## config.mk

```make
export PLATFORM = sky130hd
export DESIGN_NAME = pif_led_seq
export DESIGN_NICKNAME = d
export VERILOG_FILES = /design/src/rtl/pif_led_seq.sv
export SDC_FILE = /design/constraint.sdc
export NUM_CORES = 1
export LEC_CHECK = 0
export CAP_MARGIN = 20
export CORE_ASPECT_RATIO = 1.4
export CORE_MARGIN = 10
export CORE_UTILIZATION = 60
export DETAILED_ROUTE_END_ITERATION = 16
export PLACE_DENSITY = 0.85
export SLEW_MARGIN = 20
export SYNTH_ARGS = -nofsm -noshare
export SYNTH_HDL_FRONTEND = slang
export SYNTH_SLANG_ARGS = --single-unit
```

## constraint.sdc

```tcl
create_clock -name Clk -period 3.7 [get_ports Clk]
set_input_delay 0.555 -clock Clk [delete_from_list [all_inputs] [get_ports Clk]]
set_output_delay 0.555 -clock Clk [all_outputs]
set_load 0.005 [all_outputs]
```

## src/rtl/pif_led_seq.sv

```systemverilog
// Register-programmable red/green LED sequencer: a slow step tick walks four
// LED phases, each driven by PWM at a fixed or breathing duty.
//
// state  | meaning
// S_IDLE | sequencer stopped, LEDs off, tick counter parked at TICK_DIV-1
// S_RUN  | tick generator, step/phase walk and PWM active
module pif_led_seq #(
    parameter int TICK_DIV = 177333,
    parameter int B        = 5,
    parameter int CLEN     = 18
) (
    input  logic       Clk,
    input  logic       Rst,
    input  logic       wr_en,
    input  logic [1:0] wr_addr,
    input  logic [7:0] wr_data,
    output logic       red,
    output logic       green,
    output logic       tick,
    output logic [1:0] phase,
    output logic       busy
);

    localparam logic [CLEN-1:0] TICK_LOAD = CLEN'(TICK_DIV - 1);

    typedef enum logic {
        S_IDLE = 1'b0,
        S_RUN  = 1'b1
    } state_t;

    state_t          state_q, state_d;
    logic [1:0]      ctrl_q;
    logic [B-1:0]    duty_q;
    logic [7:0]      steps_q;
    logic [CLEN-1:0] tcnt_q, tcnt_d;
    logic            tick_q, tick_d;
    logic [7:0]      step_q, step_d;
    logic [1:0]      phase_q, phase_d;
    logic            mode_sh_q, mode_sh_d;
    logic [B-1:0]    duty_sh_q, duty_sh_d;
    logic [B-1:0]    pwm_q, pwm_d;
    logic            red_q, red_d;
    logic            green_q, green_d;
    logic [B-1:0]    level;
    logic            led_on;

    always_ff @(posedge Clk or posedge Rst) begin
        if (Rst) begin
            ctrl_q  <= '0;
            duty_q  <= '0;
            steps_q <= '0;
        end else if (wr_en) begin
            case (wr_addr)
                2'd0:    ctrl_q  <= wr_data[1:0];
                2'd1:    duty_q  <= wr_data[B-1:0];
                2'd2:    steps_q <= wr_data;
                default: ;
            endcase
        end
    end

    always_comb begin
        level     = mode_sh_q ? duty_sh_q : step_q[B-1:0];
        led_on    = (pwm_q < level);
        state_d   = state_q;
        tcnt_d    = tcnt_q;
        tick_d    = 1'b0;
        step_d    = step_q;
        phase_d   = phase_q;
        mode_sh_d = mode_sh_q;
        duty_sh_d = duty_sh_q;
        pwm_d     = pwm_q;
        red_d     = 1'b1;
        green_d   = 1'b1;
        case (state_q)
            S_IDLE: begin
                tcnt_d = TICK_LOAD;
                pwm_d  = '0;
                if (ctrl_q[0]) begin
                    state_d   = S_RUN;
                    mode_sh_d = ctrl_q[1];
                    duty_sh_d = duty_q;
                end
            end
            S_RUN: begin
                red_d   = !((phase_q == 2'd0 && led_on) || (phase_q == 2'd1 && !led_on));
                green_d = !((phase_q == 2'd2 && led_on) || (phase_q == 2'd3 && !led_on));
                if (!ctrl_q[0]) begin
                    state_d = S_IDLE;
                    tcnt_d  = TICK_LOAD;
                    step_d  = '0;
                    phase_d = '0;
                    pwm_d   = '0;
                end else begin
                    pwm_d = pwm_q + 1'b1;
                    if (tcnt_q == '0) begin
                        // Shadows sample the register value from before any same-edge write.
                        tick_d    = 1'b1;
                        tcnt_d    = TICK_LOAD;
                        mode_sh_d = ctrl_q[1];
                        duty_sh_d = duty_q;
                        if (step_q == steps_q - 8'd1) begin
                            step_d  = '0;
                            phase_d = phase_q + 2'd1;
                        end else begin
                            step_d = step_q + 8'd1;
                        end
                    end else begin
                        tcnt_d = tcnt_q - 1'b1;
                    end
                end
            end
            default: state_d = S_IDLE;
        endcase
    end

    always_ff @(posedge Clk or posedge Rst) begin
        if (Rst) begin
            state_q   <= S_IDLE;
            tcnt_q    <= '0;
            tick_q    <= 1'b0;
            step_q    <= '0;
            phase_q   <= '0;
            mode_sh_q <= 1'b0;
            duty_sh_q <= '0;
            pwm_q     <= '0;
            red_q     <= 1'b1;
            green_q   <= 1'b1;
        end else begin
            state_q   <= state_d;
            tcnt_q    <= tcnt_d;
            tick_q    <= tick_d;
            step_q    <= step_d;
            phase_q   <= phase_d;
            mode_sh_q <= mode_sh_d;
            duty_sh_q <= duty_sh_d;
            pwm_q     <= pwm_d;
            red_q     <= red_d;
            green_q   <= green_d;
        end
    end

    assign red   = red_q;
    assign green = green_q;
    assign tick  = tick_q;
    assign phase = phase_q;
    assign busy  = (state_q == S_RUN);

endmodule
```

==> summary.md <==
| Metric | Value |
|---|---|
| Net Sw Frac | `0.291` |
| Unrepaired setup endpoints after global routing | `false` |
| Worst path top cell family by delay | `simple AND/OR/NAND/NOR gates` |
| Setup Total Neg Slack | `0 ns` |
| Filler-free cell count of the finished design | `374` |
| Run status | `completed` |
| Share of the cycle needed by the critical path after routing | `0.737` |
| Number of max-cap violations | `0` |
| Remaining antenna violation count | `0` |
| Total Power Consumption | `1.70 mW` |
| Overall fraction of global-route tracks in use | `0.158` |
| Initial Util | `0.625` |
| Die Outline Area | `8370 sq um` |
| Critical Path Start Type | `flip-flop` |
| Die height | `104 microns` |
| Grt total ovfl | `0` |
| Endpoint kind of the worst setup timing path | `flip-flop` |
| Number of buffers inserted during clock tree synthesis | `9` |
| Horiz. Die Dim | `80.3 microns` |
| Slew Limit Fails | `0` |
| Headroom to the max-slew limit | `0.579` |
| Largest incremental delay on the critical path | `0.59 ns` |
| Pwr dens | `490 nW/um^2` |
| End of the worst hold path | `tcnt_q[0]` |
| Cell internal power dissipation | `1.21 mW` |
| Worst setup slack before clock tree synthesis | `0.997 ns` |
| Switching power summed over all nets | `0.495 mW` |
| Setup-violating endpoint count in the final report | `0` |
| Type of the worst setup path | `reg2reg` |
| Post-DR wirelength/cell | `15.5 microns` |
| WL final | `5800 microns` |
| Achievable clock frequency | `0.367 GHz` |
| Number of DRC violations after detailed routing | `0` |
| Reg area | `1450 sq um` |
| Number of flip-flops and latches in the synthesized netlist | `58` |
| Count of flip-flops with a built-in enable after synthesis | `0` |
| Number of warning messages in the yosys log | `0` |
| Via count of the first global-routing pass | `2306` |
| Worst Reg2Reg Path Length in Cells | `8` |
| Largest fanout on the critical path | `14` |
| Final critical-path required period | `2.73 ns` |
| Worst vdd rail ir drop | `0.315 mV` |
| Post CTS Setup Buffer Count | `0` |
| Ant diodes | `0` |
| Post-synth top area share | `0.460` |
| Cell row count | `30` |
| Hold Crit Class | `reg2reg` |
| Final HPWL from detailed placement | `4150 microns` |
| Power share of the combinational group | `0.187` |
| Data required time of the critical path | `3.98 ns` |
| Ratio of cells with drive above 1 in the final layout | `0.168` |
| Number of primary I/O pins | `19` |
| Area leader, netlist | `sky130_fd_sc_hd__dfrtp_1` |
| Layout filler cell count | `360` |
| Syn nets | `311` |
| Critical Path AT | `3.01 ns` |
| Worst Hold Launch | `tcnt_q[0]` |
| Max Clock Skew | `0.0101 ns` |
| FFs w/ async S/R, synth | `1.00` |
| Slowest CP cell | `sky130_fd_sc_hd__or4_1` |
| Sequential element share of the synthesized area | `0.477` |
| # clock sinks | `58` |
| Worst-path clk slew | `0.06 ns` |
| Cell types with the largest area share after synthesis | `sky130_fd_sc_hd__dfrtp_1 (46%), sky130_fd_sc_hd__mux2_2 (9.2%), sky130_fd_sc_hd__ha_1 (4.9%), sky130_fd_sc_hd__xnor2_1 (4.6%), sky130_fd_sc_hd__nor2_1 (3.0%)` |
| Most common library cell in the layout ignoring fill and taps | `sky130_fd_sc_hd__dfrtp_1` |
| Post-DP Area | `3280 sq um` |
| Origin of the critical flop-to-flop path | `tcnt_q[0]` |
| Root buffer cell | `sky130_fd_sc_hd__clkbuf_8` |
| Syn Std Cell Area | `3050 sq um` |
| Synthesized area per cell | `10.7 sq um` |
| Dpl cells | `358` |
| Routability cong. | `0.813` |
| Number of port buffers | `18` |
| Final nets | `330` |
| CTS H-Tree Depth | `3` |
| Worst Path Buf+Inv | `1` |
| Cts-stage hold buffer count | `0` |
| Worst setup slack after layout | `0.972 ns` |
| Standard cell core area | `4880 sq um` |
| Post-synth top flop | `sky130_fd_sc_hd__dfrtp_1` |
| Layout overhead on the synthesized area | `13.8%` |
| Multi-input logic area | `1510 sq um` |
| CTS tree | `done` |
| First-pass GRT wire length | `10600 microns` |
| Initial DRT Pass Iterations | `4` |
| Maximum number of buffers from clock root to sink | `2` |
| Layout Cell Area excl Fill | `3470 sq um` |
| Number of DRC markers after the initial detailed-route iteration | `134` |
| Total of cells resized after clock tree synthesis | `0` |
| Pin count of the biggest net entering global routing | `31` |
| Leakage dissipation | `1.46 nW` |
| Post-Route Hold Slack | `0.480 ns` |
| Most frequent cells in the layout | `sky130_fd_sc_hd__dfrtp_1 (56), sky130_fd_sc_hd__mux2_2 (25), sky130_fd_sc_hd__nor2_1 (24)` |
| Total count of hold-check failures in the final report | `0` |
| Cell breakdown of the critical path | `inv_1, ha_1, or4b_4, nor3_4, nand4b_2, or4_1, a21oi_1, a211o_1` |
| Endpoint of the lowest-slack register-to-register path | `step_q[6]` |
| Sequential share of power | `0.478` |
| Share of the core filled with cells | `0.711` |
| Count of different cell masters after synthesis | `47` |
| Clock insertion delay at the later pin of the skew report | `0.35 ns` |
| Worst-margin pin slew | `0.632 ns` |
| Antenna violations before repair | `0` |
| Synthesized netlist cell count | `286` |
| Minimum setup slack among reg-to-reg paths | `0.97 ns` |
| Mean number of vias per cell | `5.86` |
| Via total after detailed routing | `2193` |
| Portion of total power attributed to the clock network | `0.335` |
| Hold Path Cell Cnt | `1` |
metal layers:
metal | vias up | part of all wire | GRT usage | wire [microns]
met4 | 0 | 0.021 | 0.0720 | 119
li1 | 1053 | - | - | -
met3 | 14 | 0.035 | 0.0441 | 206
met2 | 40 | 0.54 | 0.263 | 3120
met1 | 1086 | 0.41 | 0.179 | 2350
met5 | - | 0 | 0 | 0
state kept, by name, indices dropped and copies added, names as in the netlist:
name	flops
busy	1
ctrl_q	2
duty_q	5
duty_sh_q	5
green	1
mode_sh_q	1
phase	2
pwm_q	5
red	1
step_q	8
steps_q	8
tcnt_q	18
tick	1
worst max path at each step:
stage,start,endpoint,slack (ns),cells after the start
2_1_floorplan,tcnt_q[0],step_q[5],1.37,8
3_3_place_gp,tcnt_q[0],step_q[6],1.11,8
3_5_place_dp,tcnt_q[0],step_q[6],1.0,8
4_1_cts,tcnt_q[0],step_q[6],0.98,8
5_1_grt,tcnt_q[0],step_q[4],0.71,8
6_report,tcnt_q[0],step_q[6],0.97,8
power groups by stage:
stage / combinational, mW / sequential, mW / clock, mW
floorplan: 0.276 / 0.776 / 0
global placement: 0.310 / 0.822 / 0
detailed placement: 0.322 / 0.826 / 0
CTS: 0.324 / 0.814 / 0.579
global route: 0.362 / 0.828 / 0.607
finish: 0.318 / 0.814 / 0.570
Yosys cell counts, drive strengths merged, types with 2 or more instances:
cell and count:
and3 9, mux2 25, ha 12, dfstp 2
a211o 3, or2 2, a21oi 10, o21a 2
o221ai 2, nor3 5, nor4 6, buf 2
nand2b 2, a211oi 2, xnor2 16, clkbuf 10
nor3b 3, nor2 24, xor2 10, nand3b 3
or4 7, nand3 11, o22ai 2, dfrtp 56
mux2i 5, nand2 21, nand4 4, o21ai 5
inv 10
layout make-up:
cell class              count  share of cell area
clock buffers               9              0.0357
clock inverters             7              0.0202
inverters                  11              0.0119
multi-input cells         205               0.434
flip-flops and latches     58               0.419
well taps                  64              0.0231
repair buffers             20              0.0562
cell families after synthesis:
family / after synthesis / share of synthesized area
AO/OA/AOI/OAI: 33 / 0.0718
AND/OR/NAND/NOR: 104 / 0.190
adder cells (fa/ha/maj): 12 / 0.0492
flip-flops: 58 / 0.477
buffers and inverters: 23 / 0.0291
XOR/XNOR: 26 / 0.0747
multiplexers: 30 / 0.109
Note: power is estimated with default switching activity, not from simulation.
